--- config.mk ---
export PLATFORM = sky130hd
export DESIGN_NAME = soc_test_monitor_flat
export DESIGN_NICKNAME = d
export VERILOG_FILES = /design/src/rtl/soc_test_monitor_if.sv /design/src/rtl/soc_test_monitor.sv /design/src/flat_wrapper.sv
export SDC_FILE = /design/constraint.sdc
export NUM_CORES = 1
export LEC_CHECK = 0
export BUFFER_PORTS_ARGS = -buffer_cell sky130_fd_sc_hd__buf_2
export CAP_MARGIN = 10
export CELL_PAD_IN_SITES_DETAIL_PLACEMENT = 0
export CELL_PAD_IN_SITES_GLOBAL_PLACEMENT = 2
export CORE_AREA = 5 5 172 174
export DETAILED_ROUTE_END_ITERATION = 10
export DIE_AREA = 0 0 177 179
export GPL_ROUTABILITY_DRIVEN = 1
export GPL_TIMING_DRIVEN = 0
export HOLD_SLACK_MARGIN = 0.12
export MAX_ROUTING_LAYER = met4
export PLACE_DENSITY = 0.94
export RECOVER_POWER = 50
export SLEW_MARGIN = 20
export SYNTH_ARGS = -nofsm -noshare
export SYNTH_HDL_FRONTEND = slang
export SYNTH_SLANG_ARGS = --single-unit
--- constraint.sdc ---
create_clock -name clk -period 5.41 [get_ports clk]
set_clock_uncertainty 0.05 [all_clocks]
set_input_delay 0 -clock clk [delete_from_list [all_inputs] [get_ports clk]]
set_output_delay 0 -clock clk [all_outputs]
set_load 0.005 [all_outputs]
--- src/rtl/soc_test_monitor_if.sv ---
// Snooped data-memory write port.
//   wr_valid / wr_ready : write handshake; a write is accepted when both are high
//   wr_addr             : byte address of the write
//   wr_data             : write data
// master drives a write, slave accepts it, monitor only observes.
interface soc_test_monitor_if #(
  parameter int ADDR_WIDTH = 32,
  parameter int DATA_WIDTH = 32
);
  logic                  wr_valid;
  logic                  wr_ready;
  logic [ADDR_WIDTH-1:0] wr_addr;
  logic [DATA_WIDTH-1:0] wr_data;

  modport master  (output wr_valid, wr_addr, wr_data, input wr_ready);
  modport slave   (input wr_valid, wr_addr, wr_data, output wr_ready);
  modport monitor (input wr_valid, wr_ready, wr_addr, wr_data);
endinterface

--- src/rtl/soc_test_monitor.sv ---
// Completion / watchdog monitor for a SoC test run.
// Watches the data-memory write port and the core retire strobe. A non-zero
// write to TOHOST_ADDR ends the run (1 = PASS, else FAIL with code data>>1);
// writes into the result window are summed and counted. A run that exceeds
// TIMEOUT_CYCLES, or goes STALL_CYCLES cycles without a retire, is flagged.
// Ports:
//   clk, rst (async active-low), start (pulse: clear and enter RUN), retire
//   wr            : snooped write port (monitor modport)
//   status, done  : run state, done high in any terminal state
//   fail_code     : data>>1 of the failing tohost write
//   cycle_count, retire_count, result_sum, result_writes : run statistics
module soc_test_monitor #(
  parameter int                    ADDR_WIDTH     = 32,
  parameter int                    DATA_WIDTH     = 32,
  parameter logic [ADDR_WIDTH-1:0] TOHOST_ADDR    = 32'h0000_1FFC,
  parameter logic [ADDR_WIDTH-1:0] RESULT_BASE    = 32'h0000_3000,
  parameter int                    RESULT_WORDS   = 16,
  parameter int                    TIMEOUT_CYCLES = 5000,
  parameter int                    STALL_CYCLES   = 256,
  parameter int                    CNT_WIDTH      = 32,
  localparam int                   RW_W           = $clog2(RESULT_WORDS+1)+8
) (
  input  logic                  clk,
  input  logic                  rst,
  input  logic                  start,
  input  logic                  retire,
  soc_test_monitor_if.monitor   wr,
  output logic [2:0]            status,
  output logic                  done,
  output logic [DATA_WIDTH-2:0] fail_code,
  output logic [CNT_WIDTH-1:0]  cycle_count,
  output logic [CNT_WIDTH-1:0]  retire_count,
  output logic [DATA_WIDTH-1:0] result_sum,
  output logic [RW_W-1:0]       result_writes
);

  localparam int SW = $clog2(STALL_CYCLES+1);
  localparam logic [ADDR_WIDTH-1:0] RES_END =
    ADDR_WIDTH'(RESULT_BASE + RESULT_WORDS*(DATA_WIDTH/8));

  typedef enum logic [2:0] {
    S_IDLE = 3'd0, S_RUN = 3'd1, S_PASS = 3'd2,
    S_FAIL = 3'd3, S_TIMEOUT = 3'd4, S_HANG = 3'd5
  } state_t;

  state_t                state, state_n;
  logic [SW-1:0]         stall, stall_n;
  logic [CNT_WIDTH-1:0]  cyc_n, ret_n;
  logic [DATA_WIDTH-1:0] sum_n;
  logic [RW_W-1:0]       rw_n;
  logic [DATA_WIDTH-2:0] fc_n;
  logic                  acc, in_win, to_host;

  assign acc     = wr.wr_valid & wr.wr_ready;
  assign in_win  = acc && (wr.wr_addr >= RESULT_BASE) && (wr.wr_addr < RES_END);
  assign to_host = acc && (wr.wr_addr == TOHOST_ADDR) && (wr.wr_data != '0);

  always_ff @(posedge clk or negedge rst) begin
    if (!rst) begin
      state         <= S_IDLE;
      stall         <= '0;
      cycle_count   <= '0;
      retire_count  <= '0;
      result_sum    <= '0;
      result_writes <= '0;
      fail_code     <= '0;
    end else begin
      state         <= state_n;
      stall         <= stall_n;
      cycle_count   <= cyc_n;
      retire_count  <= ret_n;
      result_sum    <= sum_n;
      result_writes <= rw_n;
      fail_code     <= fc_n;
    end
  end

  always_comb begin
    state_n = state;
    stall_n = stall;
    cyc_n   = cycle_count;
    ret_n   = retire_count;
    sum_n   = result_sum;
    rw_n    = result_writes;
    fc_n    = fail_code;
    if (start) begin
      // start from any state (including RUN) begins a fresh run; whatever
      // write or retire arrives in this cycle belongs to no run.
      state_n = S_RUN;
      stall_n = '0;
      cyc_n   = '0;
      ret_n   = '0;
      sum_n   = '0;
      rw_n    = '0;
      fc_n    = '0;
    end else if (state == S_RUN) begin
      cyc_n = (&cycle_count) ? cycle_count : cycle_count + 1'b1;
      if (retire) begin
        ret_n   = (&retire_count) ? retire_count : retire_count + 1'b1;
        stall_n = '0;
      end else begin
        // exits at STALL_CYCLES, so this never overflows
        stall_n = stall + 1'b1;
      end
      if (in_win) begin
        sum_n = result_sum + wr.wr_data;
        rw_n  = (&result_writes) ? result_writes : result_writes + 1'b1;
      end
      // exit priority: tohost, then hang, then timeout
      if (to_host) begin
        if (wr.wr_data == DATA_WIDTH'(1)) begin
          state_n = S_PASS;
        end else begin
          state_n = S_FAIL;
          fc_n    = wr.wr_data[DATA_WIDTH-1:1];
        end
      end else if (stall_n == SW'(STALL_CYCLES)) begin
        state_n = S_HANG;
      end else if (cyc_n == CNT_WIDTH'(TIMEOUT_CYCLES)) begin
        state_n = S_TIMEOUT;
      end
    end
  end

  assign status = state;
  assign done   = state inside {S_PASS, S_FAIL, S_TIMEOUT, S_HANG};

endmodule

--- src/flat_wrapper.sv ---
// flat-port wrapper written by rule: the top's interface ports become plain ports
module soc_test_monitor_flat 
#(
  parameter int                    ADDR_WIDTH     = 32,
  parameter int                    DATA_WIDTH     = 32,
  parameter logic [ADDR_WIDTH-1:0] TOHOST_ADDR    = 32'h0000_1FFC,
  parameter logic [ADDR_WIDTH-1:0] RESULT_BASE    = 32'h0000_3000,
  parameter int                    RESULT_WORDS   = 16,
  parameter int                    TIMEOUT_CYCLES = 5000,
  parameter int                    STALL_CYCLES   = 256,
  parameter int                    CNT_WIDTH      = 32,
  localparam int                   RW_W           = $clog2(RESULT_WORDS+1)+8
)
  (clk, rst, start, retire, status, done, fail_code, cycle_count, retire_count, result_sum, result_writes, wr_wr_valid, wr_wr_ready, wr_wr_addr, wr_wr_data);
  soc_test_monitor_if #(.ADDR_WIDTH(ADDR_WIDTH), .DATA_WIDTH(DATA_WIDTH)) wr_i ();
  input  logic clk;
  input  logic rst;
  input  logic start;
  input  logic retire;
  output logic [2:0] status;
  output logic done;
  output logic [DATA_WIDTH-2:0] fail_code;
  output logic [CNT_WIDTH-1:0] cycle_count;
  output logic [CNT_WIDTH-1:0] retire_count;
  output logic [DATA_WIDTH-1:0] result_sum;
  output logic [RW_W-1:0] result_writes;
  input wire logic [$bits(wr_i.wr_valid)-1:0] wr_wr_valid;
  input wire logic [$bits(wr_i.wr_ready)-1:0] wr_wr_ready;
  input wire logic [$bits(wr_i.wr_addr)-1:0] wr_wr_addr;
  input wire logic [$bits(wr_i.wr_data)-1:0] wr_wr_data;
  assign wr_i.wr_valid = wr_wr_valid;
  assign wr_i.wr_ready = wr_wr_ready;
  assign wr_i.wr_addr = wr_wr_addr;
  assign wr_i.wr_data = wr_wr_data;
  soc_test_monitor #(.ADDR_WIDTH(ADDR_WIDTH), .DATA_WIDTH(DATA_WIDTH), .TOHOST_ADDR(TOHOST_ADDR), .RESULT_BASE(RESULT_BASE), .RESULT_WORDS(RESULT_WORDS), .TIMEOUT_CYCLES(TIMEOUT_CYCLES), .STALL_CYCLES(STALL_CYCLES), .CNT_WIDTH(CNT_WIDTH)) u_core (.clk(clk), .rst(rst), .start(start), .retire(retire), .wr(wr_i), .status(status), .done(done), .fail_code(fail_code), .cycle_count(cycle_count), .retire_count(retire_count), .result_sum(result_sum), .result_writes(result_writes));
endmodule
==> summary.txt <==
========================================================================================
Run status                                                                  finished with violations
Violated checks                                                             capacitance limit, slew limit
Die area                                                                    0.03168 mm^2
CP max stage delay                                                                680 ps
Number of nets in the synthesized netlist                                           1191
Total GRT Usage                                                                   20.51%
Worst reg-to-reg setup slack                                                     1790 ps
Fmax                                                                           254.3 MHz
Sequential element share of the synthesized area                                  39.55%
Post-detail-place hpwl                                                          23530 um
Number of enable flip-flop cells after synthesis                                       0
Biggest fanout along the worst timing path                                             8
Site row count                                                                        61
Commonest cells after routing, fill and taps aside                          dfrtp_1, clkbuf_1, nor2_1
Largest delay contributor family on the critical path                       buffers and inverters
Cell area after placement                                                   0.01119 mm^2
Accumulated negative setup slack                                                    0 ps
Nature of the critical path endpoint                                           flip-flop
Leak Pwr                                                                        5.181 nW
Number of antenna violations at the first check in global routing                      0
Width of the die                                                                  177 um
Cell area after synthesis                                                   0.009617 mm^2
Portion of the clock cycle consumed by the worst path in the final layout         72.68%
GR Overflow Total                                                                      0
Gate Count Post-Synth                                                               1085
Number of max-slew violations in the final report                                     74
Pre-antenna DRT Iters                                                                  5
Data arrival time of the critical path                                           4230 ps
Power density over cell area                                                213.2 mW/mm^2
Clk pin slew, worst setup/hold paths                                               60 ps
Max-cap violation count                                                                1
Slew HR                                                                          -24.07%
Critical-path cell with the highest stage delay                             dlygate4sd3_1
Unrepaired setup endpoints after global routing                                       no
Most common cell after layout, fill and taps aside                               dfrtp_1
Final critical-path required period                                              3932 ps
Slew at the pin closest to its max-slew limit                                    1861 ps
Max rail drop VDD                                                              0.1721 mV
Crit path required time                                                          5710 ps
Worst path setup slack after routing                                             1478 ps
CTS tree                                                                             yes
Number of nets in the layout                                                        1465
Distinct cell type count of the synthesized netlist                                   78
Mean Syn Cell Area                                                            8.863 um^2
Vias in the first global route                                                      9169
Min-Delay Path Class                                                        input pin to flip-flop
Count of warnings emitted by yosys                                                     0
Total of buffers placed on input and output ports                                    213
Diode count                                                                            0
Vias                                                                                9468
Latest clock arrival within the worst-skew pair                                   430 ps
Critical path launch point type                                                input pin
Total length of routed wires                                                    31800 um
First-pass GRT wire length                                                      50580 um
Routed via count divided by cell count                                             5.410
R2r endpoint                                                                u_core.result_writes[11]$_DFFE_PN0P_
Critical path's most frequent cell                                          dlygate4sd3_1
CTS buffer count                                                                      17
Async set or reset register ratio after synthesis                                 100.0%
Most instantiated flip-flop cell in the synthesis netlist                        dfrtp_1
Area of all placed cells without fillers                                    0.01204 mm^2
First-iteration detailed-routing DRC count                                           673
Startpoint-to-endpoint class of the critical path                           input pin to flip-flop
Per-cell routed wire length                                                     18.17 um
Starting density of the core                                                      34.81%
CORE AREA                                                                   0.02763 mm^2
Quantity of gates resized following cts                                                0
Worst Reg-to-Reg Cells                                                                 8
Worst hold path depth                                                                  6
Ports placed on the boundary                                                         214
Die Y-Extent                                                                      179 um
Share of final-layout standard cells stronger than drive strength 1               13.56%
Maximum number of pins on one net before global-route repair                          81
Synthesis-to-finish area growth                                                   25.21%
Worst path buffer plus inverter count                                                  4
Number of sinks driven by the clock tree                                             152
Max Buffers Root-to-Sink                                                               2
Final core occ                                                                    43.58%
Gp weighted congestion                                                            0.9177
Flop and latch count out of synthesis                                                152
CP cell instances                                                           dlygate4sd3_1 -> buf_2 -> nor3_1 -> dlygate4sd3_1 -> nand3_1 -> dlygate4sd3_1 -> nor4_2 -> a21boi_2 -> o21ai_1 -> or3_1 -> a21oi_1
Number of failing hold endpoints at the final stage                                    0
Number of antenna-violating nets in the routed design                                  0
Master cell of the clock root buffer                                           clkbuf_16
Deepest level of the CTS H-tree                                                        4
Worst setup slack before clock tree synthesis                                    2172 ps
Hold Crit Endpoint                                                          u_core.result_sum[21]$_DFFE_PN0P_
Total setup violations reported at the end of the flow                                 0
Hold path start                                                             wr_wr_addr[19]
DR DRC count                                                                           0
Origin of the critical flop-to-flop path                                    u_core.status[1]$_DFFE_PN0P_
Power consumption                                                               2.567 mW
========================================================================================
[sequential cells by signal, indices dropped and copies added, names as in the netlist]
register / count
u_core.result_writes: 13
u_core.cycle_count: 32
u_core.status: 3
u_core.fail_code: 31
u_core.retire_count: 32
u_core.result_sum: 32
u_core.stall: 9
[synth_stat cells (4+ instances only)]
| cell | count | share of area, % |
|---|---|---|
| a41oi_1 | 4 | 0.36 |
| inv_1 | 22 | 0.86 |
| a21oi_1 | 76 | 4.0 |
| nor4_2 | 4 | 0.52 |
| nor3_1 | 30 | 1.6 |
| nor4_1 | 27 | 1.8 |
| mux2i_1 | 6 | 0.62 |
| o21ai_1 | 7 | 0.36 |
| nor4b_1 | 9 | 0.82 |
| o211ai_1 | 7 | 0.55 |
| o21ai_0 | 34 | 1.8 |
| or3_1 | 15 | 0.98 |
| nand3_1 | 47 | 2.4 |
| ha_1 | 35 | 4.6 |
| dfrtp_1 | 152 | 40 |
| nor2_1 | 132 | 5.2 |
| xnor2_1 | 44 | 4.0 |
| nor3_2 | 4 | 0.42 |
| a31oi_1 | 10 | 0.65 |
| nand2b_1 | 5 | 0.33 |
| a211oi_1 | 12 | 0.94 |
| and2_1 | 8 | 0.52 |
| nand2_1 | 112 | 4.4 |
| a21o_1 | 17 | 1.3 |
| and3_1 | 12 | 0.78 |
| nand3b_1 | 5 | 0.39 |
| a22o_1 | 31 | 2.8 |
| o31ai_1 | 6 | 0.47 |
| buf_2 | 8 | 0.42 |
| xor2_1 | 38 | 3.5 |
| clkbuf_1 | 33 | 1.3 |
| a211o_1 | 4 | 0.36 |
| o2111ai_1 | 6 | 0.55 |
| or4_1 | 6 | 0.47 |
| and4_1 | 16 | 1.5 |
| o21bai_1 | 7 | 0.55 |
| nand4b_1 | 4 | 0.36 |
| buf_4 | 5 | 0.39 |
| nand4_1 | 25 | 1.6 |
[worst reg2reg max path, stage by stage (launching register included)]
cell           delay (ps)
dfrtp_1               460
nor3b_1               570
nand3_1               120
dlygate4sd3_1         600
nor4_2                570
a21boi_2              480
o21ai_1               210
or3_1                 350
a21oi_1               140
[final cells by class]
type,count,area (um^2)
multi-input combinational,864,5518
tap,378,473.0
timing repair buffer,255,1361
clock buffer,17,425.4
inverter,22,82.58
buffer,47,212.7
sequential,152,3804
clock inverter,15,165.2
fill,2837,15590
[kinds of logic (layout without fill, tap and decap cells)]
group,count (synthesis),in the layout,share of synthesized area [%]
compound gates,254,254,17.88
fa+ha+maj,36,36,4.762
mux,9,9,0.9758
xor+xnor,82,82,7.468
simple gates,483,483,26.29
flops,152,152,39.55
buf+inv,69,356,3.071
[metal layers]
layer  global-route usage, %  vias to the layer above  wire, um
met5                       -                        -         0
met4                   4.223                        0       372
met3                   3.458                       31      1739
met2                   33.14                      284     15060
met1                   27.44                     4602     14630
li1                        -                     4551         -
[worst max path at each step]
stage / startpoint / to / slack [ps] / depth (start not counted)
global route: wr_wr_addr[11] / u_core.result_writes[11]$_DFFE_PN0P_ / 1210 / 11
CTS: wr_wr_addr[11] / u_core.result_writes[11]$_DFFE_PN0P_ / 1520 / 11
finish: wr_wr_addr[11] / u_core.result_writes[11]$_DFFE_PN0P_ / 1480 / 11
floorplan: u_core.result_sum[0]$_DFFE_PN0P_ / u_core.result_sum[30]$_DFFE_PN0P_ / 2580 / 10
global placement: rst / u_core.result_writes[8]$_DFFE_PN0P_ / 1800 / 1
detailed placement: u_core.result_sum[0]$_DFFE_PN0P_ / u_core.result_sum[30]$_DFFE_PN0P_ / 2170 / 10
[what timing repair did]
action	4_1_cts	5_1_grt
hold buffers	40	1
endpoints found under the hold margin	207	4
setup buffers	0	0
[stage by stage]
stage	hold WS [ps]	instances
final	170.3	1750
after global routing	212.7	1750
after CTS	124.2	1749
after detailed placement	-5.537	1677
after global placement	213.1	1676
after floorplan	-345.6	1085
[power breakdown]
| group | switching, mW | internal, mW | total, mW |
|---|---|---|---|
| logic | 0.120 | 0.0704 | 0.190 |
| registers | 0.00823 | 1.14 | 1.15 |
| clock network | 0.538 | 0.691 | 1.23 |
| total | 0.665 | 1.90 | 2.57 |
(Power assumes the default switching activity.)
